## config.mk

```make
export PLATFORM = sky130hd
export DESIGN_NAME = aes64_block_ctrl
export DESIGN_NICKNAME = d
export VERILOG_FILES = /design/src/rtl/aes64_ctrl_pkg.sv /design/src/rtl/aes64_rk_mux.sv /design/src/rtl/aes64_block_ctrl.sv
export SDC_FILE = /design/constraint.sdc
export NUM_CORES = 1
export LEC_CHECK = 0
export ABC_AREA = 1
export CELL_PAD_IN_SITES_DETAIL_PLACEMENT = 0
export CELL_PAD_IN_SITES_GLOBAL_PLACEMENT = 2
export CORE_ASPECT_RATIO = 1.75
export CORE_UTILIZATION = 21
export CTS_CLUSTER_SIZE = 8
export DETAILED_ROUTE_END_ITERATION = 12
export GPL_TIMING_DRIVEN = 0
export PLACE_DENSITY = 0.78
export RECOVER_POWER = 100
export SYNTH_ARGS = -nofsm -noshare
export SYNTH_HDL_FRONTEND = slang
export SYNTH_HIERARCHICAL = 1
export SYNTH_SLANG_ARGS = --single-unit
```

## constraint.sdc

```tcl
create_clock -name g_clk -period 2.27 [get_ports g_clk]
set_input_delay 0.227 -clock g_clk [delete_from_list [all_inputs] [get_ports g_clk]]
set_output_delay 0.227 -clock g_clk [all_outputs]
set_load 0.02 [all_outputs]
```

## src/rtl/aes64_ctrl_pkg.sv

```systemverilog
// Shared types and constants for the aes64 block sequencer.
`ifndef AES64_BYTE
`define AES64_BYTE(i) (8*(i)) +: 8
`endif

package aes64_ctrl_pkg;

  localparam int unsigned BLK_W     = 128;
  localparam int unsigned HALF_W    = 64;
  localparam int unsigned NUM_BYTES = 16;

  // Sequencer states
  typedef enum logic [1:0] {
    ST_IDLE = 2'd0,
    ST_LO   = 2'd1,
    ST_HI   = 2'd2,
    ST_DONE = 2'd3
  } ctrl_state_e;

  // Legal round counts (AES-128/192/256)
  localparam int unsigned NR_AES128 = 10;
  localparam int unsigned NR_AES192 = 12;
  localparam int unsigned NR_AES256 = 14;

  // Op one-hot vector order {enc, dec, imix, ks1, ks2}, shared with aes64
  localparam int unsigned OP_W    = 5;
  localparam int unsigned OP_ENC  = 4;
  localparam int unsigned OP_DEC  = 3;
  localparam int unsigned OP_IMIX = 2;
  localparam int unsigned OP_KS1  = 1;
  localparam int unsigned OP_KS2  = 0;

  typedef logic [OP_W-1:0] aes64_op_t;

  // True for a supported number of rounds
  function automatic logic nr_is_legal(input int unsigned nr);
    return (nr == NR_AES128) || (nr == NR_AES192) || (nr == NR_AES256);
  endfunction

endpackage

```

## src/rtl/aes64_rk_mux.sv

```systemverilog
// Round-key index selection and AddRoundKey for the block sequencer.
module aes64_rk_mux
  import aes64_ctrl_pkg::*;
#(
  parameter int unsigned NR  = 10,
  parameter int unsigned RKW = 4
) (
  input  logic             idle,
  input  logic             dec,
  input  logic [RKW-1:0]   rnd,
  input  logic [BLK_W-1:0] src,
  input  logic [BLK_W-1:0] rk,
  output logic [RKW-1:0]   rk_idx,
  output logic [BLK_W-1:0] ark
);

  localparam logic [RKW-1:0] NR_IDX = RKW'(NR);

  // Whitening key while idle, then one key per round (reversed for decrypt)
  always_comb begin
    rk_idx = '0;
    if (idle) begin
      rk_idx = dec ? NR_IDX : '0;
    end else begin
      rk_idx = dec ? (NR_IDX - rnd) : rnd;
    end
  end

  // Bytewise AddRoundKey
  always_comb begin
    ark = '0;
    for (int b = 0; b < NUM_BYTES; b++) begin
      ark[`AES64_BYTE(b)] = src[`AES64_BYTE(b)] ^ rk[`AES64_BYTE(b)];
    end
  end

endmodule

```

## src/rtl/aes64_block_ctrl.sv

```systemverilog
// Runs a full AES block encrypt/decrypt as lo/hi half-round micro-ops on a
// shared aes64 datapath, applying AddRoundKey locally.
module aes64_block_ctrl
  import aes64_ctrl_pkg::*;
#(
  parameter int unsigned NR  = 10,
  parameter int unsigned RKW = 4
) (
  input  logic              g_clk,
  input  logic              g_resetn,
  input  logic              in_valid,
  output logic              in_ready,
  input  logic              in_dec,
  input  logic [BLK_W-1:0]  in_blk,
  output logic              out_valid,
  input  logic              out_ready,
  output logic [BLK_W-1:0]  out_blk,
  output logic [RKW-1:0]    rk_idx,
  input  logic [BLK_W-1:0]  rk,
  output logic              dp_valid,
  output logic              dp_hi,
  output logic              dp_mix,
  output logic              dp_op_enc,
  output logic              dp_op_dec,
  output logic [HALF_W-1:0] dp_rs1,
  output logic [HALF_W-1:0] dp_rs2,
  input  logic [HALF_W-1:0] dp_rd,
  input  logic              dp_ready
);

  localparam logic [RKW-1:0] NR_IDX    = RKW'(NR);
  localparam logic [RKW-1:0] RND_FIRST = RKW'(1);

  if (!nr_is_legal(NR)) begin : g_bad_nr
    $error("aes64_block_ctrl: NR must be 10, 12 or 14");
  end
  if (NR >= (2 ** RKW)) begin : g_bad_rkw
    $error("aes64_block_ctrl: RKW too narrow for NR");
  end

  ctrl_state_e       fsm_q, fsm_d;
  logic              mode_q;
  logic [RKW-1:0]    rnd_q;
  logic [BLK_W-1:0]  state_q;
  logic [HALF_W-1:0] lo_hold_q;

  logic              idle_c;
  logic              last_rnd_c;
  logic              dec_sel_c;
  logic [BLK_W-1:0]  ark_src_c;
  logic [BLK_W-1:0]  ark_c;

  assign idle_c     = (fsm_q == ST_IDLE);
  assign last_rnd_c = (rnd_q == NR_IDX);
  assign dec_sel_c  = idle_c ? in_dec : mode_q;
  assign ark_src_c  = (fsm_q == ST_HI) ? {dp_rd, lo_hold_q} : in_blk;

  aes64_rk_mux #(
    .NR  (NR),
    .RKW (RKW)
  ) u_rk_mux (
    .idle   (idle_c),
    .dec    (dec_sel_c),
    .rnd    (rnd_q),
    .src    (ark_src_c),
    .rk     (rk),
    .rk_idx (rk_idx),
    .ark    (ark_c)
  );

  // FSM state register
  always_ff @(posedge g_clk or negedge g_resetn) begin
    if (!g_resetn) begin
      fsm_q <= ST_IDLE;
    end else begin
      fsm_q <= fsm_d;
    end
  end

  // Next-state logic
  always_comb begin
    fsm_d = fsm_q;
    case (fsm_q)
      ST_IDLE: if (in_valid)  fsm_d = ST_LO;
      ST_LO:   if (dp_ready)  fsm_d = ST_HI;
      ST_HI:   if (dp_ready)  fsm_d = last_rnd_c ? ST_DONE : ST_LO;
      ST_DONE: if (out_ready) fsm_d = ST_IDLE;
    endcase
  end

  // Handshake and datapath control decode
  always_comb begin
    in_ready  = 1'b0;
    out_valid = 1'b0;
    dp_valid  = 1'b0;
    dp_hi     = 1'b0;
    dp_mix    = 1'b0;
    dp_op_enc = 1'b0;
    dp_op_dec = 1'b0;
    case (fsm_q)
      ST_IDLE: in_ready = 1'b1;
      ST_LO: begin
        dp_valid  = 1'b1;
        dp_mix    = !last_rnd_c;
        dp_op_enc = !mode_q;
        dp_op_dec = mode_q;
      end
      ST_HI: begin
        dp_valid  = 1'b1;
        dp_hi     = 1'b1;
        dp_mix    = !last_rnd_c;
        dp_op_enc = !mode_q;
        dp_op_dec = mode_q;
      end
      ST_DONE: out_valid = 1'b1;
    endcase
  end

  // Block state, lo-half hold, mode and round counter
  always_ff @(posedge g_clk or negedge g_resetn) begin
    if (!g_resetn) begin
      state_q   <= '0;
      lo_hold_q <= '0;
      mode_q    <= 1'b0;
      rnd_q     <= '0;
    end else begin
      case (fsm_q)
        ST_IDLE: begin
          if (in_valid) begin
            state_q <= ark_c;
            mode_q  <= in_dec;
            rnd_q   <= RND_FIRST;
          end
        end
        ST_LO: begin
          if (dp_ready) lo_hold_q <= dp_rd;
        end
        ST_HI: begin
          if (dp_ready) begin
            state_q <= ark_c;
            if (!last_rnd_c) rnd_q <= rnd_q + RKW'(1);
          end
        end
        ST_DONE: ;
      endcase
    end
  end

  assign out_blk = state_q;
  assign dp_rs1  = state_q[HALF_W-1:0];
  assign dp_rs2  = state_q[BLK_W-1:HALF_W];

endmodule

```

# Yosys cells after proc, flatten, opt, wreduce, memory -nomap -nowiden
# Cells that the tools add are included.
[totals]
register_bits = 199
word_cells = 67
[classes]
addsub = 2
n_eq_ne = 9
muxes = 25
n_bitwise = 16
n_reduce_logical = 10
[ops]
columns = ["op", "count"]
rows = [
  ["$mux 128", 3],
  ["$pmux 128 s2", 1],
  ["$xor 8x8->8", 16],
  ["$mux 4", 6],
  ["$mux 2", 5],
  ["$ne 2x2->1 const B", 5],
  ["$mux 1", 8],
  ["$pmux 2 s4", 1],
  ["$pmux 4 s2", 1],
  ["$reduce_and 4->1", 2],
  ["$add 4x1->4 const B", 1],
  ["$eq 2x2->1 const B", 2],
  ["$eq 4x4->1 const B", 1],
  ["$reduce_and 2->1", 2],
  ["$sub 4x4->4 const A", 1],
  ["$reduce_and 3->1", 1],
  ["$eq 2x1->1 const B", 1],
  ["$logic_not 1->1", 2],
  ["$logic_not 2->1", 1],
  ["$reduce_bool 2->1", 1],
  ["$reduce_or 2->1", 1],
]

# Longest topological paths before layout
[logic_depth]
ltp_word = 5
mapped_depth = 12
mapped_depth_nobuf = 9

# Hierarchy
# Netlist, hierarchy kept.
[modules_own_cells]
columns = ["module", "instances", "cells_each", "area_per_inst_um2", "seq_area_each_um2"]
rows = [
  ["aes64_block_ctrl", 1, 1362, 10259.8, 4979.8],
  ["aes64_rk_mux", 1, 146, 1208.7, 0.0],
]

# Worst setup path after synthesis
# No wires, ideal clock.
[synth_path]
kind = "register to register"
start = "register fsm_q[0]"
end = "register state_q[10] (netlist: out_blk[10])"
setup_time_ns = 0.116
arrival_ns = 1.787
t_required_ns = 2.154
slack_ns = 0.366
stages_incl_launch_ff = 13
n_path_buf = 4
synth_period_minus_slack_ns = 1.904
path_cell_list = "dfrtp_1 inv_1 ha_1 buf_4 inv_1 buf_4 buf_6 buf_4 nand2_1 nand2_1 xor2_1 nand2_1 nand2_1"
[synth_between]
elab_chain_cells = 5
word_cells_on_any_way = 11
[synth_rtl]
columns = ["item", "line_no", "source"]
rows = [
  ["from (decl)", "aes64_block_ctrl.sv:41", "ctrl_state_e fsm_q, fsm_d;"],
  ["from (signal assigned)", "aes64_block_ctrl.sv:76", "fsm_q <= fsm_d;"],
  ["$eq 2x2->1 *", "aes64_block_ctrl.sv:56", "assign ark_src_c = (fsm_q == ST_HI) ? {dp_rd, lo_hold_q} : in_blk;"],
  ["$mux 128 *", "aes64_block_ctrl.sv:56", ""],
  ["via ark_src_c[10]", "aes64_block_ctrl.sv:50", "logic [BLK_W-1:0] ark_src_c;"],
  ["$xor 8x8->8 *", "aes64_rk_mux.sv:33", "ark[`AES64_BYTE(b)] = src[`AES64_BYTE(b)] ^ rk[`AES64_BYTE(b)];"],
  ["via ark_c[10]", "aes64_block_ctrl.sv:51", "logic [BLK_W-1:0] ark_c;"],
  ["$mux 128 (on tied branches)", "aes64_block_ctrl.sv:139, aes64_block_ctrl.sv:129", ""],
  ["$pmux 128 s2 *", "aes64_block_ctrl.sv:127", "case (fsm_q)"],
  ["to (signal assigned)", "aes64_block_ctrl.sv:130", "state_q <= ark_c;"],
  ["to (signal assigned)", "aes64_block_ctrl.sv:140", "state_q <= ark_c;"],
  ["to (decl)", "aes64_block_ctrl.sv:44", "logic [BLK_W-1:0] state_q;"],
]
# Mark *: on every way through the listed nets, which the timed path passes. The rest lies on a longest branch. The select of a mux whose other input is x is not followed.
# A chain may end at the register's enable or synchronous reset.

# Worst setup path in the final report
[layout_path]
start = "register fsm_q[0]"
end = "register state_q[111] (netlist: out_blk[111])"
# The elaborated chain is that of the path after synthesis.

==> qor.yml <==
clocking:
  cts_made_buffers: 17
  cts-root-buf: "clkbuf_16"
  cts.sinks: 199
  clk_pin_slew_ns: 0.08
  clock_latency_ns: 0.46
  cts_max_path_buffers: 2
  h-tree-depth: 4
  cts_tree: "built"
pwr:
  power.switching_uw: 12700
  p_int_uw: 15300
  comb_power_share: 0.635
  switching_share: 0.454
  power_frac_seq: 0.250
  power_frac_clock: 0.115
  power_leakage_uw: 0.00942
  ir_drop_v: 0.000648
  power.density_mw_per_mm2: 1470
finish:
  n_fill_cell: 5754
  drive_above_1_share: 0.118
  final_cells: 2837
  area_growth_pct: 66.6
  final_nets: 2465
worst_hold_path:
  hold_start: "dp_rd[19]"
  hold_class: "in -> reg"
  min_path_cells: 3
  holdPathEnd: "lo_hold_q[19]"
timing:
  hold_viol_final: 0
  setup_tns_ns: 0
  worst_pin_slew_ns: 1.55
  hold_ws_ns: 0.334
  slew_headroom: -0.0313
  setup_viol: 0
  final_max_slew_viol_count: 74
  rsz0062_at_grt: "true"
  fin_crit_sh: 0.969
  min_period_ns: 2.20
  fmax_ghz: 0.455
  skew_ns: 0.0159
floorplanning:
  die_w_microns: 179
  ios: 593
  die_h_microns: 311
  die_area_sq_mm: 0.0556
  core_area_sq_mm: 0.0542
  num_rows: 113
  start_util: 0.212
detailed_routing:
  wirelength_microns: 51300
  via_per_inst: 4.02
  detail-route-antenna-nets: 0
  firstDrtPassIters: 5
  first_iter_violations: 535
  vias: 11400
  avgRoutedWirePerCell_microns: 18.1
  drcViolationCount: 0
critical_path:
  start_kind: "register"
  critPathMaxStageDelay_ns: 0.40
  rr_worst_depth: 11
  r2r_slack_ns: 0.07
  end_kind: "register"
  cpMaxStageDelayCell: "dfrtp_1"
  crit_chain: "inv_2 -> ha_2 -> buf_6 -> clkinvlp_4 -> buf_12 -> buf_12 -> clkbuf_2 -> o21ai_0 -> xor2_1 -> nand2_1 -> nand2_1"
  cp_data_arrival_time_ns: 2.60
  timing_worst_setup_path_type: "reg -> reg"
  required_ns: 2.67
  critPathTopFamily: "buffers and inverters"
  rr_endpoint: "out_blk[111]"
  worstPathMaxFanout: 10
  crit_buf_inv: 6
  worstReg2RegStart: "fsm_q[0]"
run_status:
  status: "complete, but fails checks"
  violations: "max-slew violations"
synthesis:
  ys_types: 25
  avgSynthCellArea_sq_um: 7.61
  syn-instance-count: 1508
  synthFlopType: "dfrtp_1"
  syn_nets: 1841
  synth_seq_cells: 199
  syn_area_sq_mm: 0.0115
  async_flop_share: 1.00
  seq_area_frac_synth: 0.434
  synth_edf_count: 0
  yosysWarnings: 6
placement:
  gp_congestion: 0.863
  port_buffers: 592
  dpl.cell_count: 2791
  detailed_place_hpwl_microns: 41200
global_route:
  track_usage: 0.185
  grt-ovfl-total: 0
  antenna_found_initial: 2
  grt_start_max_net_pins: 104
  grt_pass1_vias: 12000
  grt_pass1_wl_microns: 75300
flow_run:
  drv_cap: 0
how the worst max path moves through the flow:
stage                              end  slack [ns]  cells after the start  startpoint
after global routing      out_blk[111]       -0.04                     11    fsm_q[0]
after detailed placement  out_blk[103]       -0.49                     11    fsm_q[0]
final                     out_blk[111]        0.07                     11    fsm_q[0]
after floorplan            out_blk[10]        0.37                     12    fsm_q[0]
after CTS                  out_blk[51]       0.001                     10    fsm_q[0]
after global placement     out_blk[98]       -8.31                      1    g_resetn
synthesized netlist by cell type (2+ instances only):
| cell | n | area share |
|---|---|---|
| inv_2 | 2 | 0.00065 |
| dfrtp_1 | 199 | 0.43 |
| o21ai_0 | 130 | 0.057 |
| buf_2 | 24 | 0.010 |
| nand2_1 | 739 | 0.24 |
| nand4_1 | 4 | 0.0022 |
| a21oi_1 | 2 | 0.00087 |
| nand3_1 | 4 | 0.0017 |
| clkbuf_1 | 18 | 0.0059 |
| clkbuf_2 | 2 | 0.00087 |
| inv_1 | 80 | 0.026 |
| buf_4 | 140 | 0.092 |
| ha_1 | 7 | 0.0076 |
| a31oi_1 | 2 | 0.0011 |
| buf_6 | 13 | 0.013 |
| nor2_1 | 6 | 0.0020 |
| xor2_1 | 128 | 0.098 |
metal layers:
layer | global-route usage | share of wire | up-vias
met5 | 0 | 0 | -
met4 | 0.0451 | 0.013 | 0
met3 | 0.0291 | 0.047 | 24
met2 | 0.365 | 0.56 | 375
met1 | 0.199 | 0.38 | 5321
li1 | - | - | 5677
worst register-to-register path, delay by kind of cell (launching register included):
family / cells / cell delay [ns]
buffers and inverters: 6 / 0.87
flip-flops: 1 / 0.40
AO/OA/AOI/OAI: 1 / 0.36
adder cells (fa/ha/maj): 1 / 0.19
XOR/XNOR: 1 / 0.18
AND/OR/NAND/NOR: 2 / 0.13
power by group through the flow:
stage	sequential, uW	combinational (uW)	clock, uW
after floorplan	7810	8710	0
after global placement	7080	17600	0
after detailed placement	7090	17700	0
after CTS	7060	18100	3370
after global routing	7210	19500	3480
final	7010	17800	3240
layout make-up:
type,instances,area (sq um),share of cell area
antenna,2,5.00,0.000262
sequential,199,4980,0.261
multi-input combinational,1029,4840,0.253
clock buffer,20,467,0.0244
timing repair buffer,605,6070,0.318
inverter,82,312,0.0163
buffer,198,1440,0.0753
tap,690,863,0.0452
clock inverter,12,133,0.00694
registers in the layout, summed over array words and instances, names as in the netlist:
register / count
lo_hold_q: 64
fsm_q: 2
rnd_q: 4
mode_q: 1
out_blk: 128
per-stage QoR:
stage               area, sq um  total power [uW]  worst slack, ns  utilization
floorplan                 11500             16500            0.366            -
global placement          18300             24700            -8.31        0.337
detailed placement        18300             24800           -0.494        0.338
CTS                       19100             28500          0.00145        0.353
global route              19100             30100          -0.0373        0.353
finish                    19100             28000           0.0706        0.353
cells in the final DEF (no fill, tap or decap), types with 3 or more instances in the layout:
cell,count
nand2_1,737
clkdlybuf4s50_1,585
dfrtp_1,198
buf_4,148
xor2_1,125
o21ai_0,123
inv_1,77
buf_2,22
clkbuf_16,17
buf_6,15
clkbuf_1,14
clkbuf_2,6
o21ai_1,6
nor2_1,6
ha_1,5
clkinv_4,5
inv_2,4
nand4_1,4
nand3_1,4
clkbuf_4,3
nand2_2,3
inv_8,3
clkbuf_8,3
dlygate4sd2_1,3
xor2_2,3
logic make-up (layout without fill, tap and decap cells):
family | Yosys count | after routing | share of synthesized area
other cells | 0 | 2 | 0
flops | 199 | 199 | 0.434
buf+inv | 280 | 917 | 0.149
fa+ha+maj | 7 | 7 | 0.00764
compound gates | 135 | 135 | 0.0591
mux | 1 | 1 | 0.000982
simple gates | 757 | 757 | 0.251
xor+xnor | 129 | 129 | 0.0985
what timing repair did:
action,4_1_cts,5_1_grt
gates cloned,1,0
hold buffers,1,0
pin swaps,3,0
resized for setup,47,13
buffers inserted,9,1
hold endpoints to repair,96,0
endpoints found under the setup margin,167,37
(Power assumes the default switching activity.)
